$ cat src/rtl/pep_batch_former_pkg.sv
// Shared geometry defaults, derived widths and types for the PBS batch former.
package pep_batch_former_pkg;

    localparam int DEF_TOTAL_PBS_NB   = 32;
    localparam int DEF_BATCH_PBS_NB   = 16;
    localparam int DEF_TOTAL_BATCH_NB = 1;
    localparam int DEF_TIMEOUT_CYCLES = 64;

    localparam int PID_W = $clog2(DEF_TOTAL_PBS_NB);
    localparam int CNT_W = $clog2(DEF_BATCH_PBS_NB + 1);

    typedef logic [PID_W-1:0]            pid_t;
    typedef logic [DEF_TOTAL_PBS_NB-1:0] pid_mask_t;

    typedef enum logic [1:0] {
        ST_IDLE,
        ST_FILL,
        ST_ISSUE
    } state_e;

endpackage

$ cat src/rtl/pep_batch_former_if.sv
// Request, batch-command and pid-release signals between the batch former and its neighbours.
interface pep_batch_former_if #(
    parameter int TOTAL_PBS_NB = 32,
    parameter int BATCH_PBS_NB = 16
);
    localparam int PID_W  = $clog2(TOTAL_PBS_NB);
    localparam int CNT_W  = $clog2(BATCH_PBS_NB + 1);
    localparam int FCNT_W = $clog2(TOTAL_PBS_NB + 1);

    logic                    in_vld;
    logic                    in_rdy;
    logic [PID_W-1:0]        in_pid;
    logic                    flush;
    logic                    bcmd_vld;
    logic                    bcmd_rdy;
    logic [TOTAL_PBS_NB-1:0] bcmd_pid_mask;
    logic [CNT_W-1:0]        bcmd_pbs_nb;
    logic                    bdone;
    logic                    free_vld;
    logic [PID_W-1:0]        free_pid;
    logic [FCNT_W-1:0]       free_cnt;

    modport master (
        output in_vld, flush, bcmd_rdy, bdone, free_vld, free_pid,
        input  in_rdy, in_pid, bcmd_vld, bcmd_pid_mask, bcmd_pbs_nb, free_cnt
    );

    modport slave (
        input  in_vld, flush, bcmd_rdy, bdone, free_vld, free_pid,
        output in_rdy, in_pid, bcmd_vld, bcmd_pid_mask, bcmd_pbs_nb, free_cnt
    );

endinterface

$ cat src/rtl/pep_batch_former_pid_pool.sv
// Free-pid pool: lowest-free priority allocation, release, and registered free count.
module pep_batch_former_pid_pool
    import pep_batch_former_pkg::*;
#(
    parameter int TOTAL_PBS_NB = DEF_TOTAL_PBS_NB
) (
    input  logic                              clk,
    input  logic                              s_rst,
    input  logic                              alloc_i,
    input  logic                              free_vld_i,
    input  logic [$clog2(TOTAL_PBS_NB)-1:0]   free_pid_i,
    output logic [$clog2(TOTAL_PBS_NB)-1:0]   alloc_pid_o,
    output logic [$clog2(TOTAL_PBS_NB+1)-1:0] free_cnt_o,
    output logic                              empty_next_o
);
    localparam int P_W    = $clog2(TOTAL_PBS_NB);
    localparam int FCNT_W = $clog2(TOTAL_PBS_NB + 1);

    logic [TOTAL_PBS_NB-1:0] free_mask_q, free_mask_d;
    logic [FCNT_W-1:0]       free_cnt_q, free_cnt_d;
    logic                    release_ok;

    // A release of a pid that is already free is dropped so the count cannot drift.
    assign release_ok = free_vld_i & ~free_mask_q[free_pid_i];

    always_comb begin
        alloc_pid_o = '0;
        for (int i = TOTAL_PBS_NB - 1; i >= 0; i--) begin
            if (free_mask_q[i]) alloc_pid_o = P_W'(i);
        end
    end

    genvar gi;
    for (gi = 0; gi < TOTAL_PBS_NB; gi++) begin : g_mask
        assign free_mask_d[gi] = (free_mask_q[gi] & ~(alloc_i && (alloc_pid_o == P_W'(gi))))
                               | (release_ok && (free_pid_i == P_W'(gi)));
    end

    assign free_cnt_d   = free_cnt_q - FCNT_W'(alloc_i) + FCNT_W'(release_ok);
    assign empty_next_o = (free_cnt_d == '0);
    assign free_cnt_o   = free_cnt_q;

    always_ff @(posedge clk) begin
        if (s_rst) begin
            free_mask_q <= '1;
            free_cnt_q  <= FCNT_W'(TOTAL_PBS_NB);
        end else begin
            free_mask_q <= free_mask_d;
            free_cnt_q  <= free_cnt_d;
        end
    end

    always_ff @(posedge clk) begin
        if (!s_rst && free_vld_i) begin
            assert (!free_mask_q[free_pid_i]) else $error("pid pool: release of already-free pid");
        end
        if (!s_rst && alloc_i) begin
            assert (free_cnt_q != '0) else $error("pid pool: allocation from empty pool");
        end
    end

endmodule

$ cat src/rtl/pep_batch_former.sv
// Groups allocated pids into batches and issues each as a pid mask, bounded by batches in flight.
module pep_batch_former
    import pep_batch_former_pkg::*;
#(
    parameter int TOTAL_PBS_NB   = DEF_TOTAL_PBS_NB,
    parameter int BATCH_PBS_NB   = DEF_BATCH_PBS_NB,
    parameter int TOTAL_BATCH_NB = DEF_TOTAL_BATCH_NB,
    parameter int TIMEOUT_CYCLES = DEF_TIMEOUT_CYCLES
) (
    input  logic              clk,
    input  logic              s_rst,
    pep_batch_former_if.slave pep_if
);
    localparam int P_W   = $clog2(TOTAL_PBS_NB);
    localparam int C_W   = $clog2(BATCH_PBS_NB + 1);
    localparam int IF_W  = $clog2(TOTAL_BATCH_NB + 1);
    localparam int TMR_W = (TIMEOUT_CYCLES < 2) ? 1 : $clog2(TIMEOUT_CYCLES);
    localparam logic [C_W-1:0]   BATCH_C  = C_W'(BATCH_PBS_NB);
    localparam logic [IF_W-1:0]  INFL_MAX = IF_W'(TOTAL_BATCH_NB);
    localparam logic [TMR_W-1:0] TMR_LAST = TMR_W'((TIMEOUT_CYCLES == 0) ? 0 : TIMEOUT_CYCLES - 1);

    state_e                  state_q, state_d;
    logic [C_W-1:0]          count_q, count_d, count_post;
    logic [TOTAL_PBS_NB-1:0] mask_q, mask_d, mask_post, pid_onehot;
    logic [TMR_W-1:0]        timer_q, timer_d, timer_post;
    logic [IF_W-1:0]         inflight_q, inflight_d;
    logic                    in_rdy, accept, bcmd_vld, hs, bdone_ok, close, empty_next;
    logic [P_W-1:0]          alloc_pid;

    pep_batch_former_pid_pool #(
        .TOTAL_PBS_NB (TOTAL_PBS_NB)
    ) u_pool (
        .clk          (clk),
        .s_rst        (s_rst),
        .alloc_i      (accept),
        .free_vld_i   (pep_if.free_vld),
        .free_pid_i   (pep_if.free_pid),
        .alloc_pid_o  (alloc_pid),
        .free_cnt_o   (pep_if.free_cnt),
        .empty_next_o (empty_next)
    );

    genvar gi;
    for (gi = 0; gi < TOTAL_PBS_NB; gi++) begin : g_onehot
        assign pid_onehot[gi] = (alloc_pid == P_W'(gi));
    end

    assign in_rdy   = (state_q != ST_ISSUE) && (pep_if.free_cnt != '0) && (count_q < BATCH_C);
    assign accept   = pep_if.in_vld && in_rdy;
    assign bcmd_vld = (state_q == ST_ISSUE) && (inflight_q < INFL_MAX);
    assign hs       = bcmd_vld && pep_if.bcmd_rdy;
    assign bdone_ok = pep_if.bdone && (inflight_q != '0);

    // Close is judged on the state as it will be after this cycle's accept.
    assign count_post = count_q + C_W'(accept);
    assign mask_post  = accept ? (mask_q | pid_onehot) : mask_q;
    assign timer_post = accept ? '0 : timer_q;
    assign close      = (count_post == BATCH_C) || empty_next || pep_if.flush
                     || ((TIMEOUT_CYCLES != 0) && (timer_post == TMR_LAST));

    always_comb begin
        state_d    = state_q;
        count_d    = count_q;
        mask_d     = mask_q;
        timer_d    = '0;
        inflight_d = inflight_q + IF_W'(hs) - IF_W'(bdone_ok);
        case (state_q)
            ST_IDLE, ST_FILL: begin
                count_d = count_post;
                mask_d  = mask_post;
                if (count_post != '0) state_d = close ? ST_ISSUE : ST_FILL;
            end
            ST_ISSUE: begin
                if (hs) begin
                    state_d = ST_IDLE;
                    count_d = '0;
                    mask_d  = '0;
                end
            end
            default: state_d = ST_IDLE;
        endcase
        if ((state_q == ST_FILL) && (state_d == ST_FILL) && !accept && (timer_q != '1)) begin
            timer_d = timer_q + 1'b1;
        end else if ((state_q == ST_FILL) && (state_d == ST_FILL) && !accept) begin
            timer_d = timer_q;
        end
    end

    always_ff @(posedge clk) begin
        if (s_rst) begin
            state_q    <= ST_IDLE;
            count_q    <= '0;
            mask_q     <= '0;
            timer_q    <= '0;
            inflight_q <= '0;
        end else begin
            state_q    <= state_d;
            count_q    <= count_d;
            mask_q     <= mask_d;
            timer_q    <= timer_d;
            inflight_q <= inflight_d;
        end
    end

    always_ff @(posedge clk) begin
        if (!s_rst && pep_if.bdone) begin
            assert (inflight_q != '0) else $error("batch former: bdone with no batch in flight");
        end
    end

    assign pep_if.in_rdy        = in_rdy;
    assign pep_if.in_pid        = alloc_pid;
    assign pep_if.bcmd_vld      = bcmd_vld;
    assign pep_if.bcmd_pid_mask = mask_q;
    assign pep_if.bcmd_pbs_nb   = count_q;

endmodule

$ cat src/flat_wrapper.sv
// flat-port wrapper written by rule: the top's interface ports become plain ports
module pep_batch_former_flat import pep_batch_former_pkg::*;
#(
    parameter int TOTAL_PBS_NB   = DEF_TOTAL_PBS_NB,
    parameter int BATCH_PBS_NB   = DEF_BATCH_PBS_NB,
    parameter int TOTAL_BATCH_NB = DEF_TOTAL_BATCH_NB,
    parameter int TIMEOUT_CYCLES = DEF_TIMEOUT_CYCLES
)
  (clk, s_rst, pep_if_in_vld, pep_if_flush, pep_if_bcmd_rdy, pep_if_bdone, pep_if_free_vld, pep_if_free_pid, pep_if_in_rdy, pep_if_in_pid, pep_if_bcmd_vld, pep_if_bcmd_pid_mask, pep_if_bcmd_pbs_nb, pep_if_free_cnt);
  pep_batch_former_if #(.TOTAL_PBS_NB(TOTAL_PBS_NB), .BATCH_PBS_NB(BATCH_PBS_NB)) pep_if_i ();
  input  logic clk;
  input  logic s_rst;
  input wire logic [$bits(pep_if_i.in_vld)-1:0] pep_if_in_vld;
  input wire logic [$bits(pep_if_i.flush)-1:0] pep_if_flush;
  input wire logic [$bits(pep_if_i.bcmd_rdy)-1:0] pep_if_bcmd_rdy;
  input wire logic [$bits(pep_if_i.bdone)-1:0] pep_if_bdone;
  input wire logic [$bits(pep_if_i.free_vld)-1:0] pep_if_free_vld;
  input wire logic [$bits(pep_if_i.free_pid)-1:0] pep_if_free_pid;
  output wire logic [$bits(pep_if_i.in_rdy)-1:0] pep_if_in_rdy;
  output wire logic [$bits(pep_if_i.in_pid)-1:0] pep_if_in_pid;
  output wire logic [$bits(pep_if_i.bcmd_vld)-1:0] pep_if_bcmd_vld;
  output wire logic [$bits(pep_if_i.bcmd_pid_mask)-1:0] pep_if_bcmd_pid_mask;
  output wire logic [$bits(pep_if_i.bcmd_pbs_nb)-1:0] pep_if_bcmd_pbs_nb;
  output wire logic [$bits(pep_if_i.free_cnt)-1:0] pep_if_free_cnt;
  assign pep_if_i.in_vld = pep_if_in_vld;
  assign pep_if_i.flush = pep_if_flush;
  assign pep_if_i.bcmd_rdy = pep_if_bcmd_rdy;
  assign pep_if_i.bdone = pep_if_bdone;
  assign pep_if_i.free_vld = pep_if_free_vld;
  assign pep_if_i.free_pid = pep_if_free_pid;
  assign pep_if_in_rdy = pep_if_i.in_rdy;
  assign pep_if_in_pid = pep_if_i.in_pid;
  assign pep_if_bcmd_vld = pep_if_i.bcmd_vld;
  assign pep_if_bcmd_pid_mask = pep_if_i.bcmd_pid_mask;
  assign pep_if_bcmd_pbs_nb = pep_if_i.bcmd_pbs_nb;
  assign pep_if_free_cnt = pep_if_i.free_cnt;
  pep_batch_former #(.TOTAL_PBS_NB(TOTAL_PBS_NB), .BATCH_PBS_NB(BATCH_PBS_NB), .TOTAL_BATCH_NB(TOTAL_BATCH_NB), .TIMEOUT_CYCLES(TIMEOUT_CYCLES)) u_core (.clk(clk), .s_rst(s_rst), .pep_if(pep_if_i));
endmodule
$ cat config.mk
export PLATFORM = sky130hd
export DESIGN_NAME = pep_batch_former_flat
export DESIGN_NICKNAME = d
export VERILOG_FILES = /design/src/rtl/pep_batch_former_pkg.sv /design/src/rtl/pep_batch_former_if.sv /design/src/rtl/pep_batch_former_pid_pool.sv /design/src/rtl/pep_batch_former.sv /design/src/flat_wrapper.sv
export SDC_FILE = /design/constraint.sdc
export NUM_CORES = 1
export LEC_CHECK = 0
export CAP_MARGIN = 20
export CORE_MARGIN = 2
export CORE_UTILIZATION = 30
export CTS_CLUSTER_DIAMETER = 40
export CTS_CLUSTER_SIZE = 30
export DETAILED_ROUTE_END_ITERATION = 6
export SLEW_MARGIN = 20
export SYNTH_ARGS = -nofsm -noshare
export SYNTH_HDL_FRONTEND = slang
export SYNTH_SLANG_ARGS = --single-unit
$ cat constraint.sdc
create_clock -name clk -period 11 [get_ports clk]
set_clock_uncertainty 0.2 [all_clocks]
set_input_delay 2.2 -clock clk [delete_from_list [all_inputs] [get_ports clk]]
set_output_delay 2.2 -clock clk [all_outputs]
set_load 0.005 [all_outputs]
==> flow_summary.json <==
{
  "max_freq_mhz": 145.0,
  "p_clk_frac": 0.342,
  "clk_latency_ns": 0.35,
  "ant_nets": 0,
  "drv_slew": 0,
  "slew_headroom": 0.3811,
  "synth_seq_cells": 84,
  "postCtsSetupRepairBufs": 0,
  "r2r-end": "u_core.timer_q[5]",
  "drtIter0Drc": 311,
  "num_vias": 4064,
  "p_seq_frac": 0.377,
  "grt_pass1_wl_um": 20530,
  "worstSetupPathType": "in2reg",
  "synth.area.top_cells": "dfxtp_1 (39%), nand2_1 (6.0%), a221o_1 (5.8%)",
  "setup_tns_ns": 0,
  "start_kind": "primary input",
  "synth_cell_types": 69,
  "finalSetupViolations": 0,
  "crit_arrival_ns": 6.92,
  "synthArstFlopShare": 0,
  "synth_area_um2": 4335,
  "synth_top_cell_by_area": "dfxtp_1",
  "yosysWarnings": 0,
  "grt_max_degree": 50,
  "antenna_found_initial": 0,
  "drive_gt1_frac": 0.1051,
  "post_cts_resized": 0,
  "cp.required_ns": 11.02,
  "clk_pin_slew_ns": 0.07,
  "cts_max_level": 3,
  "place_congestion": 0.9298,
  "cts_made_buffers": 9,
  "layout_common_cells": "dfxtp_1 (84), nand2_1 (69), clkdlybuf4s50_1 (61), nor2_1 (39), o21ai_0 (28)",
  "cts_max_path_buffers": 2,
  "die_h_um": 124.2,
  "grt_pass1_vias": 3796,
  "io_pins": 62,
  "outcome": "completed",
  "hold_viol": 0,
  "holdPathStages": 2,
  "cellLeakagePower_nw": 1.868,
  "rsz0062_at_grt": "no",
  "startpoint": "pep_if_free_pid[0]",
  "die_w_um": 124.2,
  "period_minus_slack_ns": 6.896,
  "vdd_ir_drop_max_mv": 0.1225,
  "power.density_nw_per_um2": 170.0,
  "power_frac_comb": 0.281,
  "max_cap_viol_count": 0,
  "antenna_cells": 0,
  "power_switching_mw": 0.3025,
  "placed_area_um2": 5126,
  "swShare": 0.3276,
  "synth_edf_count": 0,
  "yosysSeqAreaShare": 0.3879,
  "min_path_type": "reg2reg",
  "cp_max_fo": 14,
  "track_usage": 0.1633,
  "cts_hold_buf": 0,
  "final_area_um2": 5433,
  "gr-total-overflow": 0,
  "worstHoldEndpoint": "u_core.pep_if.bcmd_pid_mask[20]",
  "dpl.hpwl_um": 9053,
  "port_buffers": 61,
  "drc_errors": 0,
  "cts_tree": "done",
  "synth_top_cell_area_share": 0.3879,
  "final_common_cell": "dfxtp_1",
  "cts_sinks": 84,
  "avgSynthCellArea_um2": 8.866,
  "synthToLayoutAreaGrowth_pct": 25.31,
  "dpl_worst_slack_ns": 3.696,
  "synth-main-ff-cell": "dfxtp_1",
  "drt-total-wl_um": 12500,
  "worstMarginPinSlew_ns": 0.9283,
  "start_util": 0.3099,
  "syn_nets": 513,
  "r2r_cells": 15,
  "finalCritPeriodShare": 0.6269,
  "ff2ff_setup_slack_ns": 6.56,
  "via_per_inst": 5.552,
  "post_drt_wl_per_cell_um": 17.08,
  "r2r-start": "u_core.u_pool.free_mask_q[3]",
  "dieArea_um2": 15430,
  "core_region_area_um2": 13990,
  "p_int_mw": 0.6208,
  "drtPass1Iterations": 5,
  "syn-instance-count": 489,
  "rows": 43,
  "setup_ws_ns": 4.104,
  "final_nets": 571,
  "endpoint_kind": "register",
  "min_from": "u_core.pep_if.bcmd_pid_mask[20]",
  "clock-root-buffer": "clkbuf_16"
}
[cell type report]
| cell class | instances | area (µm²) |
|---|---|---|
| Timing Repair Buffer | 63 | 625.6 |
| Clock buffer | 9 | 225.2 |
| Inverter | 24 | 90.09 |
| Clock inverter | 7 | 81.33 |
| Sequential cell | 84 | 1682 |
| Tap cell | 180 | 225.2 |
| Multi-Input combinational cell | 365 | 2504 |
| Fill cell | 1422 | 8556 |
[Yosys cell counts, types with 3 or more instances]
| cell type | count |
|---|---|
| a21o_1 | 6 |
| a21oi_1 | 21 |
| a221o_1 | 25 |
| a22oi_1 | 3 |
| a31oi_1 | 4 |
| and3_1 | 7 |
| buf_2 | 3 |
| clkbuf_1 | 12 |
| dfxtp_1 | 84 |
| ha_1 | 11 |
| inv_1 | 22 |
| mux4_2 | 9 |
| nand2_1 | 69 |
| nand2b_1 | 9 |
| nand3_1 | 16 |
| nand4_1 | 4 |
| nor2_1 | 39 |
| nor2_2 | 4 |
| nor2b_1 | 5 |
| nor3_1 | 14 |
| nor4_1 | 7 |
| nor4_2 | 5 |
| nor4bb_1 | 3 |
| o21ai_0 | 28 |
| o21ai_1 | 14 |
| o31ai_1 | 5 |
| or3_1 | 3 |
| xnor2_1 | 5 |
[worst max path at each step]
stage	endpoint	slack [ns]	cells past startpoint
finish	u_core.timer_q[5]	4.10	16
floorplan	u_core.timer_q[5]	4.70	17
CTS	u_core.timer_q[5]	4.06	16
global route	u_core.timer_q[5]	3.68	16
detailed placement	u_core.timer_q[5]	3.70	16
global placement	u_core.timer_q[5]	3.83	16
[metrics by stage]
stage	util	hold slack [ns]	total power [mW]	std cells
after floorplan	-	0.2436	0.5185	489
after global placement	0.3665	0.2397	0.6061	716
after detailed placement	0.3665	0.2437	0.6105	716
after CTS	0.3884	0.2551	0.9287	732
after global routing	0.3884	0.2682	0.9771	732
final	0.3884	0.2504	0.9233	732
[critical path, cell delays in order]
cell,delay [ns]
clkdlybuf4s50_1,0.94
mux4_2,0.60
mux4_2,0.50
a21o_1,0.22
ha_1,0.27
inv_1,0.07
ha_1,0.18
inv_1,0.06
fa_1,0.39
nand2b_1,0.15
a21oi_1,0.20
o21a_1,0.15
o21ai_0,0.09
o31a_1,0.32
o2111ai_1,0.47
nor3_1,0.11
[sequential cells by signal (all words and copies together), names as in the netlist]
name / flops
u_core.u_pool.free_cnt_o: 6
u_core.u_pool.free_mask_q: 32
u_core.state_q: 2
u_core.pep_if.bcmd_pbs_nb: 5
u_core.pep_if.bcmd_pid_mask: 32
u_core.inflight_q: 1
u_core.timer_q: 6
[metal layers]
layer / share of wire / GRT usage / up-vias
met2: 0.45 / 0.2472 / 194
met4: 0.030 / 0.07138 / 0
met5: 0 / 0 / -
li1: - / - / 1929
met3: 0.073 / 0.04131 / 35
met1: 0.45 / 0.2199 / 1906
[kinds of logic after synthesis]
logic type | count (synthesis) | share of synthesized area
buffers and inverters | 40 | 0.03550
adders and majority gates | 12 | 0.03636
and+or+nand+nor | 208 | 0.2623
AOI/OAI and AO/OA | 128 | 0.2147
DFF | 84 | 0.3879
xor gates and xnor gates | 7 | 0.01414
muxes | 10 | 0.04906
[power groups by stage]
stage	clock network [mW]	logic (mW)	registers [mW]
after floorplan	0	0.171	0.348
after global placement	0	0.253	0.353
after detailed placement	0	0.257	0.354
after CTS	0.322	0.260	0.347
after global routing	0.333	0.293	0.351
final	0.316	0.259	0.348
(Power assumes the default switching activity.)
